<file path="src/rtl/pic_priority_sequencer_pkg.sv">
// rtl/pic_priority_sequencer_pkg.sv - shared types, OCW2 codes and helpers for the PIC sequencer
package pic_pkg;

  typedef enum logic {
    IDLE = 1'b0,
    ACK1 = 1'b1
  } state_t;

  // OCW2[7:5] = {R, SL, EOI}
  localparam logic [2:0] EOI_NS       = 3'b001;
  localparam logic [2:0] EOI_SP       = 3'b011;
  localparam logic [2:0] ROT_NS       = 3'b101;
  localparam logic [2:0] ROT_SP       = 3'b111;
  localparam logic [2:0] SET_PRI      = 3'b110;
  localparam logic [2:0] ROT_AEOI_SET = 3'b100;
  localparam logic [2:0] ROT_AEOI_CLR = 3'b000;

  // Lowest-priority level after reset, so IR0 is highest
  localparam logic [2:0] LP_RESET = 3'd7;

  // Position of a level in the current rotation; 0 is the highest priority
  function automatic logic [2:0] pri_dist(input logic [2:0] idx, input logic [2:0] lp);
    return idx - lp - 3'd1;
  endfunction

  function automatic logic [7:0] onehot8(input logic [2:0] idx);
    return 8'b1 << idx;
  endfunction

endpackage

</file>
<file path="src/rtl/pic_priority_sequencer_if.sv">
// rtl/pic_priority_sequencer_if.sv - request/acknowledge/command bus between control unit and sequencer
interface pic_priority_sequencer_if;

  logic [7:0] IR;
  logic       LEVEL;
  logic [7:0] IMR;
  logic       AEOI;
  logic       INTA_STB;
  logic       EOI_STB;
  logic [2:0] EOI_CMD;
  logic [2:0] EOI_LVL;
  logic       INT;
  logic [2:0] IR_NUM;
  logic       VEC_VALID;
  logic [7:0] IRR;
  logic [7:0] ISR;

  // Control unit side
  modport master (
    output IR, LEVEL, IMR, AEOI, INTA_STB, EOI_STB, EOI_CMD, EOI_LVL,
    input  INT, IR_NUM, VEC_VALID, IRR, ISR
  );

  // Sequencer side
  modport slave (
    input  IR, LEVEL, IMR, AEOI, INTA_STB, EOI_STB, EOI_CMD, EOI_LVL,
    output INT, IR_NUM, VEC_VALID, IRR, ISR
  );

endinterface

</file>
<file path="src/rtl/pic_priority_sequencer_rot_resolver.sv">
// rtl/pic_priority_sequencer_rot_resolver.sv - rotating find-first starting just after the lowest-priority level
module pic_rot_resolver
  import pic_pkg::*;
(
  input  logic [7:0] vec,
  input  logic [2:0] lp,
  output logic       valid,
  output logic [2:0] idx
);

  logic [2:0] pos;

  // Scan from lowest to highest priority so the highest-priority hit is written last
  always_comb begin
    valid = 1'b0;
    idx   = 3'd0;
    pos   = 3'd0;
    for (int k = 7; k >= 0; k--) begin
      pos = lp + 3'd1 + 3'(k);
      if (vec[pos]) begin
        valid = 1'b1;
        idx   = pos;
      end
    end
  end

endmodule

</file>
<file path="src/rtl/pic_priority_sequencer.sv">
// rtl/pic_priority_sequencer.sv - IRR/ISR engine with nested/rotating priority and two-pulse INTA sequencing
module pic_priority_sequencer
  import pic_pkg::*;
#(
  parameter int         NUM_IR   = 8,
  parameter logic [2:0] LP_RESET = pic_pkg::LP_RESET
)
(
  input  logic                     CLK,
  input  logic                     RESET,
  pic_priority_sequencer_if.slave  bus
);

  state_t            state, state_next;
  logic              take1, take2;
  logic              spur;
  logic [NUM_IR-1:0] ir_prev, irr, isr;
  logic [NUM_IR-1:0] irr_next, isr_next;
  logic [NUM_IR-1:0] ack_set, aeoi_clr, eoi_clr;
  logic              int_r, int_req;
  logic [2:0]        ir_num, lp, lp_next, lp_val;
  logic              lp_ld;
  logic              vec_valid;
  logic              rot_aeoi, rot_next;
  logic              cand_valid, top_valid;
  logic [2:0]        cand_idx, top_idx;
  logic              aeoi_fire;

  pic_rot_resolver u_cand (
    .vec   (irr & ~bus.IMR),
    .lp    (lp),
    .valid (cand_valid),
    .idx   (cand_idx)
  );

  pic_rot_resolver u_top (
    .vec   (isr),
    .lp    (lp),
    .valid (top_valid),
    .idx   (top_idx)
  );

  // Acknowledge sequencer: first INTA latches the level, second one releases the vector
  always_ff @(posedge CLK) begin
    if (RESET) state <= IDLE;
    else       state <= state_next;
  end

  // Next state and the two acknowledge events
  always_comb begin
    state_next = state;
    take1      = 1'b0;
    take2      = 1'b0;
    case (state)
      IDLE: if (bus.INTA_STB) begin
        take1      = 1'b1;
        state_next = ACK1;
      end
      ACK1: if (bus.INTA_STB) begin
        take2      = 1'b1;
        state_next = IDLE;
      end
      default: state_next = IDLE;
    endcase
  end

  // OCW2 decode: ISR clear mask, priority-rotation load and rotate-on-AEOI flag
  always_comb begin
    eoi_clr  = '0;
    lp_ld    = 1'b0;
    lp_val   = lp;
    rot_next = rot_aeoi;
    if (bus.EOI_STB) begin
      case (bus.EOI_CMD)
        EOI_NS: if (top_valid) eoi_clr = onehot8(top_idx);
        EOI_SP: eoi_clr = onehot8(bus.EOI_LVL);
        ROT_NS: if (top_valid) begin
          eoi_clr = onehot8(top_idx);
          lp_ld   = 1'b1;
          lp_val  = top_idx;
        end
        ROT_SP: begin
          eoi_clr = onehot8(bus.EOI_LVL);
          lp_ld   = 1'b1;
          lp_val  = bus.EOI_LVL;
        end
        SET_PRI: begin
          lp_ld  = 1'b1;
          lp_val = bus.EOI_LVL;
        end
        ROT_AEOI_SET: rot_next = 1'b1;
        ROT_AEOI_CLR: rot_next = 1'b0;
        default: ;
      endcase
    end
  end

  // Register next values; ISR clears apply before the acknowledge set so the set wins
  always_comb begin
    aeoi_fire = take2 && bus.AEOI && !spur;
    ack_set   = (take1 && cand_valid) ? onehot8(cand_idx) : '0;
    aeoi_clr  = aeoi_fire ? onehot8(ir_num) : '0;
    if (bus.LEVEL) irr_next = bus.IR & ~ack_set;
    else           irr_next = bus.IR & (irr | ~ir_prev) & ~ack_set;
    isr_next  = (isr & ~(eoi_clr | aeoi_clr)) | ack_set;
    if (lp_ld)                     lp_next = lp_val;
    else if (aeoi_fire && rot_aeoi) lp_next = ir_num;
    else                           lp_next = lp;
    int_req   = cand_valid &&
                (!top_valid || (pri_dist(cand_idx, lp) < pri_dist(top_idx, lp)));
  end

  // Request/service registers, latched level and the INT/VEC_VALID outputs
  always_ff @(posedge CLK) begin
    if (RESET) begin
      ir_prev   <= '1;
      irr       <= '0;
      isr       <= '0;
      lp        <= LP_RESET;
      rot_aeoi  <= 1'b0;
      ir_num    <= 3'd0;
      spur      <= 1'b0;
      int_r     <= 1'b0;
      vec_valid <= 1'b0;
    end else begin
      ir_prev   <= bus.IR;
      irr       <= irr_next;
      isr       <= isr_next;
      lp        <= lp_next;
      rot_aeoi  <= rot_next;
      vec_valid <= take2;
      if (take1) begin
        ir_num <= cand_valid ? cand_idx : 3'd7;
        spur   <= !cand_valid;
      end
      if (take2)
        int_r <= 1'b0;
      else if (state == IDLE && !take1)
        int_r <= int_req;
    end
  end

  assign bus.INT       = int_r;
  assign bus.IR_NUM    = ir_num;
  assign bus.VEC_VALID = vec_valid;
  assign bus.IRR       = irr;
  assign bus.ISR       = isr;

endmodule

</file>
<file path="src/flat_wrapper.sv">
// flat-port wrapper written by rule: the top's interface ports become plain ports
module pic_priority_sequencer_flat import pic_pkg::*;
#(
  parameter int         NUM_IR   = 8,
  parameter logic [2:0] LP_RESET = pic_pkg::LP_RESET
)
  (CLK, RESET, bus_IR, bus_LEVEL, bus_IMR, bus_AEOI, bus_INTA_STB, bus_EOI_STB, bus_EOI_CMD, bus_EOI_LVL, bus_INT, bus_IR_NUM, bus_VEC_VALID, bus_IRR, bus_ISR);
  pic_priority_sequencer_if bus_i ();
  input  logic CLK;
  input  logic RESET;
  input wire logic [$bits(bus_i.IR)-1:0] bus_IR;
  input wire logic [$bits(bus_i.LEVEL)-1:0] bus_LEVEL;
  input wire logic [$bits(bus_i.IMR)-1:0] bus_IMR;
  input wire logic [$bits(bus_i.AEOI)-1:0] bus_AEOI;
  input wire logic [$bits(bus_i.INTA_STB)-1:0] bus_INTA_STB;
  input wire logic [$bits(bus_i.EOI_STB)-1:0] bus_EOI_STB;
  input wire logic [$bits(bus_i.EOI_CMD)-1:0] bus_EOI_CMD;
  input wire logic [$bits(bus_i.EOI_LVL)-1:0] bus_EOI_LVL;
  output wire logic [$bits(bus_i.INT)-1:0] bus_INT;
  output wire logic [$bits(bus_i.IR_NUM)-1:0] bus_IR_NUM;
  output wire logic [$bits(bus_i.VEC_VALID)-1:0] bus_VEC_VALID;
  output wire logic [$bits(bus_i.IRR)-1:0] bus_IRR;
  output wire logic [$bits(bus_i.ISR)-1:0] bus_ISR;
  assign bus_i.IR = bus_IR;
  assign bus_i.LEVEL = bus_LEVEL;
  assign bus_i.IMR = bus_IMR;
  assign bus_i.AEOI = bus_AEOI;
  assign bus_i.INTA_STB = bus_INTA_STB;
  assign bus_i.EOI_STB = bus_EOI_STB;
  assign bus_i.EOI_CMD = bus_EOI_CMD;
  assign bus_i.EOI_LVL = bus_EOI_LVL;
  assign bus_INT = bus_i.INT;
  assign bus_IR_NUM = bus_i.IR_NUM;
  assign bus_VEC_VALID = bus_i.VEC_VALID;
  assign bus_IRR = bus_i.IRR;
  assign bus_ISR = bus_i.ISR;
  pic_priority_sequencer #(.NUM_IR(NUM_IR), .LP_RESET(LP_RESET)) u_core (.CLK(CLK), .RESET(RESET), .bus(bus_i));
endmodule
</file>
<file path="config.mk">
export PLATFORM = sky130hd
export DESIGN_NAME = pic_priority_sequencer_flat
export DESIGN_NICKNAME = d
export VERILOG_FILES = /design/src/rtl/pic_priority_sequencer_pkg.sv /design/src/rtl/pic_priority_sequencer_if.sv /design/src/rtl/pic_priority_sequencer_rot_resolver.sv /design/src/rtl/pic_priority_sequencer.sv /design/src/flat_wrapper.sv
export SDC_FILE = /design/constraint.sdc
export NUM_CORES = 1
export LEC_CHECK = 0
export BUFFER_PORTS_ARGS = -buffer_cell sky130_fd_sc_hd__buf_2
export CAP_MARGIN = 30
export CELL_PAD_IN_SITES_DETAIL_PLACEMENT = 1
export CELL_PAD_IN_SITES_GLOBAL_PLACEMENT = 1
export CORE_UTILIZATION = 43
export CTS_CLUSTER_DIAMETER = 60
export DETAILED_ROUTE_END_ITERATION = 8
export PLACE_DENSITY_LB_ADDON = 0.12
export SLEW_MARGIN = 20
export SYNTH_ARGS = -nofsm -noshare
export SYNTH_HDL_FRONTEND = slang
export SYNTH_SLANG_ARGS = --single-unit
export TNS_END_PERCENT = 5
</file>
<file path="constraint.sdc">
create_clock -name CLK -period 5.6 [get_ports CLK]
set_clock_uncertainty 0.1 [all_clocks]
set_input_delay 1.12 -clock CLK [delete_from_list [all_inputs] [get_ports CLK]]
set_output_delay 1.12 -clock CLK [all_outputs]
set_load 0.02 [all_outputs]
</file>
==> impl_metrics.ini <==
[yosys]
netlist_top_cells_area = dfxtp_1 (17%), mux4_2 (14%), mux2i_1 (6.2%)
synth_edf_count = 0
synth-compound-area-share_pct = 23.3
synth-simple-area-share_pct = 24.9
syn_inst = 472
yosysUniqueCellTypes = 84
synth_async_sr_flop_share_pct = 0
yosys.area_share.adder_pct = 3.77
ys_warn_count = 0
syn_area_per_cell_sq_um = 8.58
synth_top_area_share_pct = 17.3
synth_top_family_by_area = simple AND/OR/NAND/NOR gates
yosysSeqAreaShare_pct = 17.3
synth_mux_area_share_pct = 21.8
yosys.area.top_type = dfxtp_1
syn-num-nets = 511
netlist_area_sq_mm = 0.00405
ys.flop_type = dfxtp_1
ys_seq_elements = 35
yosys.area_share.xor_xnor_pct = 3.03

[die]
start_util_pct = 44.0
row_count = 35
ios = 49
die_w_um = 99.0
die_area_sq_mm = 0.00981
fp.dieH_um = 99.0
core-area_sq_mm = 0.00920

[power]
power.density_mw_per_mm2 = 301
power.share.sequential_pct = 24.0
power_mw = 1.32
leakagePower_nw = 1.79
ir_drop_mv = 0.185
clkPwrFrac_pct = 13.8
pwr-share-comb_pct = 62.2
switchingPower_mw = 0.631
internal_power_mw = 0.692
switching_share_pct = 47.7

[worst_hold_path]
hold_path.class = reg2reg
min_from = u_core.ir_prev[0]$_SDFF_PP1_
worst_hold_path.num_cells = 1
worstHoldEndpoint = u_core.bus.IRR[0]$_SDFF_PP0_

[clock_network]
h-tree-depth = 2
clk-insertion-delay-late_ns = 0.29
cts_buffer_depth = 2
cts.repair.resized = 0
cts_tree = built
numCtsBuffers = 5
postCtsSetupBuffers = 0
hold_buffers = 0
cts.clk_slew.worst_paths_ns = 0.07
cts-root-buf = clkbuf_8
cts_sinks = 35

[status]
status = completed

[routing]
ant_nets = 0
dr.pass1.iters = 5
finalWirelength_um = 13400
avgRoutedWirePerCell_um = 21.9
via_per_inst = 6.61
drtIter0Drc = 225
dr_total_vias = 4050
remaining_drc_errors = 0

[placed_design]
gp_congestion = 0.890
port_buffers = 48
hpwl_um = 10200

[timing]
setup_viol = 0
worst_pin_slew_ns = 0.928
fmax_mhz = 197
grt_setup_unrepaired = no
drv_slew = 0
post-route-min-period_ns = 5.08
fin_crit_sh_pct = 90.8
fin_setup_tns_ns = 0
slew_headroom_pct = 37.9
hold_viol = 0

[grt]
grt_pass1_vias = 4007
grt_pass1_wl_um = 21700
antenna_found_initial = 0
grt_overflow = 0
grt_start_max_net_pins = 46
track_usage_pct = 28.1

[critical_path]
arrival_ns = 5.15
crit_path_start_kind = flip-flop
critPathKind = reg2reg
r2r_slack_ns = 0.52
required_ns = 5.67
cp-end-kind = flip-flop
critical_path.max_fanout = 16
critPathLaunch = u_core.lp[0]$_SDFFE_PP1P_
regToRegEndpoint = u_core.bus.INT$_SDFFE_PP0P_
r2r_cells = 17
r2r-start = u_core.lp[0]$_SDFFE_PP1P_

[flow_run]
max_cap_viol_count = 0

[final_layout]
diodes = 0
post-route-util_pct = 47.8
syn_to_final_growth_pct = 8.56
fin_nets = 540
layout-drive-gt1-share_pct = 23.5
cell families after synthesis:
group	after synthesis
muxes	56
adders and majority gates	11
DFF	35
buffers and inverters	50
AOI/OAI and AO/OA	122
xor gates and xnor gates	9
and+or+nand+nor	189
per-layer routing:
layer | vias up | routed length (um) | part of all wire, % | track usage, %
met5 | - | 0 | 0 | 0
met4 | 0 | 177 | 1.3 | 6.89
met3 | 16 | 572 | 4.3 | 2.55
met2 | 128 | 6710 | 50 | 49.2
met1 | 2018 | 5950 | 44 | 37.3
li1 | 1888 | - | - | -
cell usage in the layout (no fill, tap or decap), drive strengths merged, types with 6 or more instances in the layout:
cell type and count:
a31oi 11, o32ai 6, buf 55, ha 9
o21ai 17, inv 16, nand2b 14, nand2 43
dfxtp 35, a211oi 6, and3 6, nor2b 15
nor2 32, clkbuf 6, a21o 6, or2 10
mux2 6, nor3 18, nand3 15, mux2i 25
nor3b 7, a21oi 12, mux4 25
synth_stat cells (all sizes together), types with 15 or more instances:
library cell,instances
buf,16
clkbuf,17
dfxtp,35
inv,16
mux2i,25
mux4,25
nand2,43
nand3,15
nor2,32
nor2b,15
nor3,18
o21ai,17
stage by stage:
step | worst slack, ns | instance area, sq um | hold slack [ns] | instances
after floorplan | 0.529 | 4050 | 0.297 | 472
after global placement | 0.695 | 4310 | 0.301 | 605
after detailed placement | 0.521 | 4310 | 0.310 | 605
after CTS | 0.506 | 4400 | 0.320 | 613
after global routing | 0.132 | 4400 | 0.331 | 613
final | 0.518 | 4400 | 0.317 | 613
critical path, stage by stage (launching register included):
cell and delay, ns:
dfxtp_1 0.38, inv_2 0.05, ha_2 0.56, buf_4 0.35
xnor3_1 0.45, mux2_2 0.33, mux2i_1 0.16, a211oi_1 0.10
o31ai_1 0.64, inv_1 0.25, fa_1 0.44, xnor2_1 0.14
xnor2_1 0.16, ha_1 0.32, a21oi_1 0.07, a41o_1 0.21
a31oi_1 0.17, nor3_1 0.06
layout make-up:
type	count	area [sq um]
Clock buffer	6	72.6
Tap cell	111	139
Multi-Input combinational cell	387	3110
Fill cell	1142	4800
Inverter	17	66.3
Timing Repair Buffer	55	293
Sequential cell	35	701
Clock inverter	2	12.5
power by group through the flow:
| stage | clock, mW | sequential [mW] | combinational, mW |
|---|---|---|---|
| after CTS | 0.186 | 0.316 | 0.822 |
| after global routing | 0.195 | 0.321 | 0.898 |
| after global placement | 0 | 0.320 | 0.787 |
| final | 0.182 | 0.317 | 0.823 |
| after floorplan | 0 | 0.318 | 0.602 |
| after detailed placement | 0 | 0.322 | 0.820 |
flip-flops by register name, summed over array words and instances, names as in the netlist:
signal,cells
u_core.ir_prev,8
u_core.bus.ISR,8
u_core.bus.INT,1
u_core.spur,1
u_core.rot_aeoi,1
u_core.lp,3
u_core.bus.IRR,8
u_core.bus.VEC_VALID,1
u_core.bus.IR_NUM,3
u_core.state,1
how the worst max path moves through the flow:
stage | endpoint | slack, ns | cells after the start
final | u_core.bus.INT$_SDFFE_PP0P_ | 0.52 | 17
after global routing | u_core.bus.INT$_SDFFE_PP0P_ | 0.13 | 16
after CTS | u_core.bus.INT$_SDFFE_PP0P_ | 0.51 | 20
after detailed placement | u_core.bus.INT$_SDFFE_PP0P_ | 0.52 | 20
after global placement | u_core.bus.INT$_SDFFE_PP0P_ | 0.69 | 18
after floorplan | u_core.bus.INT$_SDFFE_PP0P_ | 0.53 | 25
Note: power is estimated with default switching activity, not from simulation.
